## config.mk

```make
export PLATFORM = sky130hd
export DESIGN_NAME = max_frame_seq
export DESIGN_NICKNAME = d
export VERILOG_FILES = /design/src/rtl/max_frame_seq.sv
export SDC_FILE = /design/constraint.sdc
export NUM_CORES = 1
export LEC_CHECK = 0
export ABC_AREA = 1
export CORE_MARGIN = 10
export CORE_UTILIZATION = 38
export DETAILED_ROUTE_END_ITERATION = 6
export GPL_TIMING_DRIVEN = 0
export RECOVER_POWER = 50
export REMOVE_ABC_BUFFERS = 1
export SETUP_SLACK_MARGIN = 0.1
export SLEW_MARGIN = 20
export SYNTH_ARGS = -nofsm -noshare
export SYNTH_HDL_FRONTEND = slang
export SYNTH_SLANG_ARGS = --single-unit
export TNS_END_PERCENT = 30
```

## constraint.sdc

```tcl
create_clock -name clk -period 5.1 [get_ports clk]
set_input_delay 1.53 -clock clk [delete_from_list [all_inputs] [get_ports clk]]
set_output_delay 1.53 -clock clk [all_outputs]
set_load 0.05 [all_outputs]
```

## src/rtl/max_frame_seq.sv

```systemverilog
// Streams one frame of unsigned samples and reports the maximum and index of its first occurrence.
// Optional build macro MAXSEQ_MIN_EN adds a res_min output carrying the frame minimum.
module max_frame_seq #(
   parameter int DATA_W = 8,
   parameter int CNT_W  = 4
) (
   input  logic              clk,
   input  logic              rst,
   input  logic              start,
   input  logic [CNT_W-1:0]  len,
   input  logic              in_valid,
   input  logic [DATA_W-1:0] in_data,
   output logic              in_ready,
   output logic              res_valid,
   output logic [DATA_W-1:0] res_data,
   output logic [CNT_W-1:0]  res_idx,
   input  logic              res_ready,
   output logic              busy
`ifdef MAXSEQ_MIN_EN
   ,
   output logic [DATA_W-1:0] res_min
`endif
);

   localparam logic [1:0] S_IDLE = 2'd0;
   localparam logic [1:0] S_RUN  = 2'd1;
   localparam logic [1:0] S_DONE = 2'd2;

   logic [1:0]        state_q, state_d;
   logic [CNT_W-1:0]  len_q, len_d;
   logic [CNT_W-1:0]  cnt_q, cnt_d;
   logic [DATA_W-1:0] max_q, max_d;
   logic [CNT_W-1:0]  idx_q, idx_d;
`ifdef MAXSEQ_MIN_EN
   logic [DATA_W-1:0] min_q, min_d;
`endif

   logic             beat;
   logic             first_beat;
   logic             last_beat;
   logic [CNT_W-1:0] len_m1;

   assign beat       = (state_q == S_RUN) && in_valid;
   assign first_beat = (cnt_q == '0);
   assign len_m1     = len_q - CNT_W'(1);
   // len_q is never 0 in RUN, so the final beat lands at most at 2^CNT_W-2 and cnt never wraps.
   assign last_beat  = (cnt_q == len_m1);

   always_comb begin
      state_d = state_q;
      len_d   = len_q;
      cnt_d   = cnt_q;
      max_d   = max_q;
      idx_d   = idx_q;
`ifdef MAXSEQ_MIN_EN
      min_d   = min_q;
`endif
      case (state_q)
         S_IDLE: begin
            if (start && (len != '0)) begin
               len_d   = len;
               cnt_d   = '0;
               state_d = S_RUN;
            end
         end
         S_RUN: begin
            if (beat) begin
               cnt_d = cnt_q + CNT_W'(1);
               // First beat seeds the trackers; later beats replace only on a strict win.
               if (first_beat) begin
                  max_d = in_data;
                  idx_d = '0;
               end else if (max_q < in_data) begin
                  max_d = in_data;
                  idx_d = cnt_q;
               end
`ifdef MAXSEQ_MIN_EN
               if (first_beat || (in_data < min_q)) begin
                  min_d = in_data;
               end
`endif
               if (last_beat) begin
                  state_d = S_DONE;
               end
            end
         end
         S_DONE: begin
            if (res_ready) begin
               state_d = S_IDLE;
            end
         end
         default: begin
            state_d = S_IDLE;
         end
      endcase
   end

   always_ff @(posedge clk) begin
      if (rst) begin
         state_q <= S_IDLE;
         len_q   <= '0;
         cnt_q   <= '0;
         max_q   <= '0;
         idx_q   <= '0;
`ifdef MAXSEQ_MIN_EN
         min_q   <= '0;
`endif
      end else begin
         state_q <= state_d;
         len_q   <= len_d;
         cnt_q   <= cnt_d;
         max_q   <= max_d;
         idx_q   <= idx_d;
`ifdef MAXSEQ_MIN_EN
         min_q   <= min_d;
`endif
      end
   end

   assign in_ready  = (state_q == S_RUN);
   assign res_valid = (state_q == S_DONE);
   assign busy      = (state_q != S_IDLE);
   assign res_data  = max_q;
   assign res_idx   = idx_q;
`ifdef MAXSEQ_MIN_EN
   assign res_min   = min_q;
`endif

endmodule

```

* Word level (Yosys, flattened, before mapping)
Index checks and enable logic that the tools add are counted.
** Operators by class
- Mux-type cells :: 12
- Order comparisons :: 1
- $add $sub $neg :: 2
- Reduce and logical (&&, ||, !) cells :: 12
- Equality and inequality tests :: 7
** Operators by type and width (number)
- 2-to-1 mux 4 bit :: 4
- 2-to-1 mux 8 bit :: 2
- less-than comparator 8 bit :: 1
- 2-to-1 mux 2 bit :: 4
- case mux 4 bit (2 select lines) :: 1
- != test 2 x 1 -> 1 bit, second input constant :: 3
- case mux 2 bit (3 select lines) :: 1
- AND reduction 3 bit :: 2
- nonzero test 2 bit :: 3
- adder 4 x 1 -> 4 bit, second input constant :: 1
- == test 4 bit :: 1
- zero test 4 bit :: 1
- AND reduction 4 bit :: 1
- nonzero test 4 bit :: 1
- subtractor 4 x 1 -> 4 bit, second input constant :: 1
- == test 2 x 1 -> 1 bit, second input constant :: 1
- == test 2 bit, second input constant :: 1
- logical AND 1 bit :: 2
- zero test 2 bit :: 1
- != test 2 bit, second input constant :: 1
- AND reduction 2 bit :: 1
** Word-level totals
- Flip-flop bits (word level) :: 22
- Input bits :: 17
- Logic and storage cells :: 39
- Output and inout bits :: 15

* Depth between registers and ports, before layout
- Word-level depth :: 5
- Mapped depth :: 13
- Mapped depth without buffers :: 12

* Worst setup path before layout
OpenSTA, ideal clock, no wires.
- Kind :: input -> register
- Start :: input port in_data[5]
- End :: register max_q[1], in the netlist res_data[1]
- Data arrival time :: 2617 ps
- Cell stages on the path :: 11
- Setup time :: 117 ps
- Path buffers :: 1
- Data required time :: 4983 ps
- Setup slack :: 2366 ps
- Path through :: inv_1 ha_1 a21oi_1 nor2_1 nor3_2 nand2_2 nand2_4 buf_6 nand3_2 nand2_1 nor2_1
** On the way
- Longest elaborated chain between the ends :: 3
** Ends and longest elaborated chain
- start: declaration :: line 12 : input logic [DATA_W-1:0] in_data,
- less-than comparator 8 bit :: line 73 : end else if (max_q < in_data) begin
- nonzero test 2 bit (no source line)
- AND reduction 3 bit (no source line)
- end signal: assignment :: line 112 : max_q <= max_d;
- end: declaration :: line 32 : logic [DATA_W-1:0] max_q, max_d;
No other way between the ends.
A chain may end at the register's enable or synchronous reset.

* Worst setup path after layout
- Start :: register state_q[1]
- End :: output port res_valid
** On the way
- Longest elaborated chain between the ends :: 1
** Ends and longest elaborated chain
- start: declaration :: line 29 : logic [1:0] state_q, state_d;
- start signal: assignment :: line 109 : state_q <= state_d;
- == test 2 bit :: line 121 : assign res_valid = (state_q == S_DONE);
- end: declaration :: line 14 : output logic res_valid,
No other way between the ends.

==> metrics.cfg <==
[floorplanning]
initial_core_util_pct=39.8
core_area_mm2=0.00339
row_count=21
dieArea_mm2=0.00633
die_width_um=79.6
io_pins=32
chipHeight_um=79.6

[status]
status=finished, final reports clean

[finish]
diodes=0
area_growth_pct=24.2
utilization_pct=49.4
final_layout_size_suffix_gt1_share_pct=12.0
nNetsFinal=238
design_area_mm2=0.00168

[clocking]
cts_root_buf=clkbuf_4
cts_max_level=1
path_clk_slew_ps=130
cts_buffer_depth=2
cts_tree=done
cts_resized=0
cts_setup_buffers=0
clock_latency_ps=300
cts_hold_buffers=0
cts.sink_count=22
cts_buffers=3

[synth]
synth-seq-cells=22
synth_most_common_cell=nand2_1
synth_area_leaders=dfxtp_1 (33%), nand2_1 (9.5%), ha_1 (9.3%)
syn_area_mm2=0.00135
synth_largest_area_cell=dfxtp_1
ys.flop_type=dfxtp_1
syn_inst=180
ys_types=23
yosys_warnings=0
netlist.area_leader.share_pct=32.7
synthArstFlopShare_pct=0
ys_seq_area_share_pct=32.7
synthTopCellsByCount=nand2_1 (34), dfxtp_1 (22), a21oi_1 (21), inv_1 (21), nor2_1 (20)
avgSynthCellArea_um2=7.49
synth_edf_count=0

[grt]
track_usage_pct=9.07
grt_pass1_wl_um=4820
grt_max_degree=25
grt_pass1_vias=1119
antenna_found_initial=0
overflow=0

[sta]
maxSlewViolCount=0
hold_viol=0
period_minus_slack_ps=3260
skew_ps=4.38
setup_viol=0
setup_tns_ps=0
worst_slack_ps=1840
max_freq_ghz=0.307
post-route-period-util_pct=63.8
tightest_slew_ps=523
relSlewSlack_pct=65.1
rsz0062_at_grt=false

[placed_design]
port_buffers=31
dpl.hpwl_um=2250
gp_congestion=0.840
dp_slack_ps=1740
dpl-instance-area_mm2=0.00167

[worst_setup_path]
cp-start-kind=register
timing.rr.start=res_data[5]
crit_chain=inv_2 > nor2_1 > clkdlybuf4s50_1
crit_family=buffers and inverters
crit_buf_inv=2
startpoint=state_q[1]
cp.arrival_ps=1730
critPathKind=reg -> out
critPathMaxFanout=2
crit_required_ps=3570
slowest_stage=clkdlybuf4s50_1
cp-end-kind=primary output
critPathMaxStageDelay_ps=820

[route]
dr.pass1.iters=4
via_count=1179
drc=0
ant_nets=0
wirelength_um=2890
wire_per_inst_um=11.3
drt-initial-drc-count=45
via_per_inst=4.62

[run]
cap_violations=0

[power_and_ir_drop]
total_power_mw=0.406
peakVddDrop_v=0.0000981
p_leak_nw=0.761
power_density_mw_per_mm2=243

[min_path]
hp-class=reg -> reg
min-delay-start=res_idx[0]

cell type report:
cell class | instances | area (µm²)
fillers | 336 | 1710
multi-input cells | 127 | 746
flip-flops and latches | 22 | 440
repair buffers | 31 | 310
inverters | 26 | 98.8
well taps | 46 | 57.6
clock buffers | 3 | 22.5
tightest hold or removal path, cell delays in order (launching register included):
cell	delay, ps
dfxtp_1	350
a21oi_1	40
nor2_1	90
power breakdown:
group / total [mW] / switching [mW] / leakage (nW) / internal (mW)
Sequential: 0.192 / 0.00857 / 0.180 / 0.184
Combinational: 0.133 / 0.0816 / 0.567 / 0.0510
Clock: 0.0816 / 0.0541 / 0.0138 / 0.0275
Total: 0.406 / 0.144 / 0.761 / 0.262
cell usage in the layout (no fill, tap or decap):
master / netlist / routed
inv_2: 4 / 3
inv_1: 21 / 22
dlygate4sd3_1: 0 / 10
xor2_1: 2 / 2
nor3_2: 1 / 1
a21oi_1: 21 / 21
xnor2_1: 3 / 3
nor2_1: 20 / 20
nand2_2: 3 / 3
clkbuf_4: 0 / 3
clkdlybuf4s50_1: 0 / 21
nand2_1: 34 / 36
nor2_4: 2 / 2
nand3_2: 9 / 9
o21ai_0: 3 / 3
a211oi_1: 2 / 2
ha_1: 10 / 10
clkinv_2: 1 / 1
dfxtp_1: 22 / 22
nor3_1: 3 / 3
nand4_1: 1 / 1
nand3_1: 8 / 8
nand2_4: 3 / 1
a21oi_2: 2 / 2
per-layer routing:
| layer | global-route usage [%] | wire (µm) | vias to the layer above |
|---|---|---|---|
| met5 | 0 | 0 | - |
| met3 | 2.36 | 161 | 2 |
| met4 | 2.69 | 21 | 0 |
| met1 | 10.6 | 1310 | 519 |
| li1 | - | - | 635 |
| met2 | 15.8 | 1390 | 23 |
kinds of logic after synthesis:
family                   share of synthesized area (%)
flip-flops                                        32.7
AO/OA/AOI/OAI                                     11.3
AND/OR/NAND/NOR                                   32.6
XOR/XNOR                                          3.25
buffers and inverters                             10.9
adder cells (fa/ha/maj)                           9.28
per-stage QoR:
stage | hold WS (ps) | cells
finish | 499 | 255
global route | 525 | 255
CTS | 504 | 255
detailed placement | 485 | 252
global placement | 473 | 252
floorplan | 447 | 175
path summary, 6_finish.rpt:
| kind | endpoint | slack (ps) | cells after the start |
|---|---|---|---|
| worst min-delay path | res_idx[0] | 500 | 2 |
| worst max-delay path | res_valid | 1840 | 3 |
| worst max register to register | res_data[7] | 3480 | 9 |
| worst min register to register | res_idx[0] | 500 | 2 |
state kept, by name (all words and copies together) (netlist names):
signal,flops
res_idx,4
state_q,2
res_data,8
len_q,4
cnt_q,4
(Power assumes the default switching activity.)
==> variant 1, RTL diff (config.mk and constraints unchanged) <==
Change the parameter `DATA_W` from 8 to 6.
--- a/src/rtl/max_frame_seq.sv
+++ b/src/rtl/max_frame_seq.sv
@@ -3,3 +3,3 @@
 module max_frame_seq #(
-   parameter int DATA_W = 8,
+   parameter int DATA_W = 6,
    parameter int CNT_W  = 4
Ports: changed (resized in_data and res_data); port bits go from 32 to 28. No check against the original RTL was run, so the function may have changed too.
==> variant 1 against the unedited design <==
- power shrank 6.3%
- wire length shrank 9.3%
- via count shrank 6.4%
- final cell count shrank 9.8%
- setup slack lost 0.019 ns
- cell area shrank 12%
- clock skew is essentially flat
- register-to-register slack lost 0.22 ns
- area after synthesis shrank 13%
- synthesized cell count shrank 4.4%
- sequential cell count shrank 2
- count of clock-buffer cells in the layout is the same
- worst hold slack lost 0.017 ns
==> variant 1: results (changes against the unedited design) <==
status complete, no violations (unchanged); max incr delay on CP 0.84 ns (was 0.82 ns); initial drt markers 63 (was 45); final estimated routing congestion in global placement 0.727 (was 0.840); hpwl dp 2.08 mm (was 2.25 mm); share of layout cells above drive strength 1 8.12% (was 12.0%); Non-Filler Instances 230 (was 255); Clk pin slew, worst setup/hold paths 0.11 ns (was 0.13 ns); worst slew pin tran 0.675 ns (was 0.523 ns); Netlist cell types 20 (was 23); Critical Path End in_ready (was res_valid); r2r setup slk 3.26 ns (was 3.48 ns); Nets 222 (was 238); vias in the first global route 1035 (was 1119); port buffer count 27 (was 31); largest net degree at the start of global routing 22 (was 25); Pleak 0.690 nW (was 0.761 nW); Via Count 1103 (was 1179); met1 global-route usage 10.3% (was 10.6%); met2 Use GR 16.4% (was 15.8%); most common library cells after synthesis nand2_1 (41), inv_1 (23), dfxtp_1 (20), nand3_1 (18) (was nand2_1 (34), dfxtp_1 (22), a21oi_1 (21), inv_1 (21), nor2_1 (20)); Worst IR Drop VDD 0.000137 V (was 0.0000981 V); Reg2Reg Capture Point res_data[2]$_SDFFE_PP0P_ (was res_data[7]$_SDFFE_PP0P_); final setup skew 0.00413 ns (was 0.00438 ns); Tot GR Track Use 9.59% (was 9.07%); first-pass GRT wire length 4.41 mm (was 4.82 mm); WL final 2.62 mm (was 2.89 mm); hold_sp len_q[3]$_SDFFE_PP0P_ (was res_idx[0]$_SDFFE_PP0P_); met3 usage 3.91% (was 2.36%); Filler cells 326 (was 336); synthesized area per cell 6.86 µm² (was 7.49 µm²); Setup crit start state_q[0]$_SDFFE_PP0P_ (was state_q[1]$_SDFFE_PP0P_); max reg flops 6 (was 8); hold path endpoint len_q[3]$_SDFFE_PP0P_ (was res_idx[0]$_SDFFE_PP0P_)
==> variant 1: cell type report <==
type	instances	area (µm²)	area share (%)
inverters	26	98.8	6.69
multi-input cells	121	644	43.6
flip-flops and latches	20	400	27.1
well taps	33	41.3	2.79
repair buffers	27	270	18.3
clock buffers	3	22.5	1.52
==> variant 1: kinds of logic (layout without fill, tap and decap cells) <==
family | Yosys count | count (layout) | synth area share (%)
xor gates and xnor gates | 3 | 3 | 2.23
and+or+nand+nor | 87 | 87 | 33.8
DFF | 20 | 20 | 33.9
buffers and inverters | 31 | 56 | 11.5
adders and majority gates | 8 | 8 | 8.48
AOI/OAI and AO/OA | 23 | 23 | 10.1
==> variant 1: through the flow <==
| step | hold WS (ns) | util (%) | area, µm² | setup WS, ns | total power [mW] |
|---|---|---|---|---|---|
| floorplan | 0.445 | - | 1140 | 2.29 | 0.270 |
| global placement | 0.463 | 48.5 | 1460 | 1.60 | 0.310 |
| detailed placement | 0.467 | 48.5 | 1460 | 1.53 | 0.313 |
| CTS | 0.485 | 49.2 | 1480 | 1.81 | 0.388 |
| global route | 0.509 | 49.2 | 1480 | 1.62 | 0.405 |
| finish | 0.482 | 49.2 | 1480 | 1.83 | 0.381 |
==> variant 1: where the power goes <==
group	switching (mW)	internal, mW
combinational	0.0823	0.0484
sequential	0.00776	0.168
clock	0.0470	0.0275
==> variant 1: layer usage <==
| layer | routed length, µm | vias to the layer above |
|---|---|---|
| met5 | 0 | - |
| met4 | 22 | 0 |
| met3 | 250 | 4 |
| met2 | 1160 | 27 |
| met1 | 1190 | 480 |
| li1 | - | 592 |
==> variant 1: critical path, delay by kind of cell (launching register included) <==
kind	cells	cell delay, ns
and+or+nand+nor	1	0.15
DFF	1	0.39
buffers and inverters	2	0.91
==> variant 2, RTL diff (config.mk and constraints unchanged) <==
Without the edit above. Make the reset (`rst`) asynchronous in one clocked block.
--- a/src/rtl/max_frame_seq.sv
+++ b/src/rtl/max_frame_seq.sv
@@ -97,3 +97,3 @@
 
-   always_ff @(posedge clk) begin
+   always_ff @(posedge clk or posedge rst) begin
       if (rst) begin
Function: differs if rst is asserted again (counterexample within 4 cycles, from zero or initial values and one cycle with rst high); with rst held inactive, the same outputs for 10 cycles.
==> variant 2 against the unedited design <==
- setup slack got worse by 0.017 ns
- wire length down 5.3%
- via count is 7.6% lower
- clock skew decreased by 0.0039 ns
- area after synthesis shrank 4.8%
- sequential cell count is the same
- cell area is 1.9% lower
- final cell count shrank 6.3%
- utilization up 0.19 points
- critical endpoint is now in_ready
- largest cell class unchanged
Power is not compared: it rests on default switching activity, and its combinational part moved more than twofold at a synthesized area within 25%.
==> variant 2: results (changes against the unedited design) <==
Reg2Reg Capture Point res_idx[1]$_DFFE_PP0P_ (was res_data[7]$_SDFFE_PP0P_); Clock Tree Buf Depth 2 (unchanged); Filler cells 350 (was 336); Placed Area 1620 µm² (was 1670 µm²); per-cell routed wire length 11.4 µm (was 11.3 µm); Non-Filler Instances 239 (was 255); initial drt markers 24 (was 45); Mapped Cells 163 (was 180); crit path max fanout 6 (was 2); asr flop ratio synth 100% (was 0%); placed cell count 236 (was 252); dpl ws 1.60 ns (was 1.74 ns); adder-cell share of the synthesized area 9.75% (was 9.28%); final setup skew 0.000499 ns (was 0.00438 ns); Nets 222 (was 238); most common library cells after synthesis nand2_1 (48), inv_1 (27), dfrtp_1 (22), nand3_1 (16), ha_1 (10) (was nand2_1 (34), dfxtp_1 (22), a21oi_1 (21), inv_1 (21), nor2_1 (20)); r2r setup slk 3.29 ns (was 3.48 ns); hpwl dp 2.14 mm (was 2.25 mm); Setup Buffers After CTS 0 (unchanged); final estimated routing congestion in global placement 0.717 (was 0.840); hold path endpoint res_idx[3]$_DFFE_PP0P_ (was res_idx[0]$_SDFFE_PP0P_); Post-Synth XOR/XNOR Area 3.41% (was 3.25%); worst path arrival time 1.74 ns; hold_ws 0.482 ns (was 0.499 ns); Reg area 551 µm² (was 440 µm²); hold_sp res_idx[3]$_DFFE_PP0P_ (was res_idx[0]$_SDFFE_PP0P_); vias in the first global route 1114 (was 1119); status complete, no violations (unchanged); Clk pin slew, worst setup/hold paths 0.11 ns (was 0.13 ns); Synth Area in Compound Gates 4.78% (was 11.3%); worst slew pin tran 0.849 ns (was 0.523 ns); largest net degree at the start of global routing 23 (was 25); share of layout cells above drive strength 1 5.18% (was 12.0%); register area share after synthesis 42.9% (was 32.7%); top cells by area, synth dfrtp_1 (43%), nand2_1 (14%), ha_1 (9.7%) (was dfxtp_1 (33%), nand2_1 (9.5%), ha_1 (9.3%)); DR vias/cell 4.56 (was 4.62); # H-tree levels 1 (unchanged); CTS root buf clkbuf_4 (unchanged); first-pass GRT wire length 4.95 mm (was 4.82 mm); Tot GR Track Use 9.66% (was 9.07%); Crit path max-delay family buffers and inverters (unchanged); Worst R2R Start res_data[5]$_DFFE_PP0P_ (was res_data[5]$_SDFFE_PP0P_); cts bufs inserted 3 (unchanged); Netlist cell types 22 (was 23)
## variant 2: cell types whose count changed after synthesis, moves of 3 or more
| cell | before | now |
|---|---|---|
| nand3_2 | 9 | 0 |
| dfxtp_1 | 22 | 0 |
| nand2_4 | 3 | 0 |
| nand2_1 | 34 | 48 |
| o21ai_0 | 3 | 8 |
| a21oi_1 | 21 | 3 |
| nand3_1 | 8 | 16 |
| dfrtp_1 | 0 | 22 |
| inv_1 | 21 | 27 |
| nor2_1 | 20 | 7 |
## variant 2: worst max-delay path by stage
stage | from | endpoint | slack [ns] | cells past startpoint
floorplan | in_data[5] | res_data[1]$_DFFE_PP0P_ | 2.36 | 10
global placement | in_data[5] | res_idx[3]$_DFFE_PP0P_ | 1.62 | 11
detailed placement | in_data[5] | res_data[4]$_DFFE_PP0P_ | 1.60 | 11
CTS | state_q[1]$_DFFE_PP0P_ | in_ready | 1.79 | 2
global route | in_data[3] | res_idx[1]$_DFFE_PP0P_ | 1.71 | 11
finish | state_q[1]$_DFFE_PP0P_ | in_ready | 1.83 | 2
## variant 2: area by class of cell
type | instances | area share (%)
Sequential cell | 22 | 33.5
Multi-Input combinational cell | 108 | 36.1
Timing Repair Buffer | 31 | 18.9
Tap cell | 46 | 3.50
Inverter | 29 | 6.63
Clock buffer | 3 | 1.37
## variant 2: logic make-up after synthesis
logic type               Yosys count
AO/OA/AOI/OAI                     12
flip-flops                        22
AND/OR/NAND/NOR                   81
XOR/XNOR                           5
adder cells (fa/ha/maj)           10
buffers and inverters             33
## variant 2: routing by layer
metal	global-route usage [%]	vias to the layer above	wire [µm]
met5	0	-	0
met4	4.12	0	16
met3	3.53	2	195
met2	15.5	27	1280
met1	11.4	496	1240
li1	-	564	-
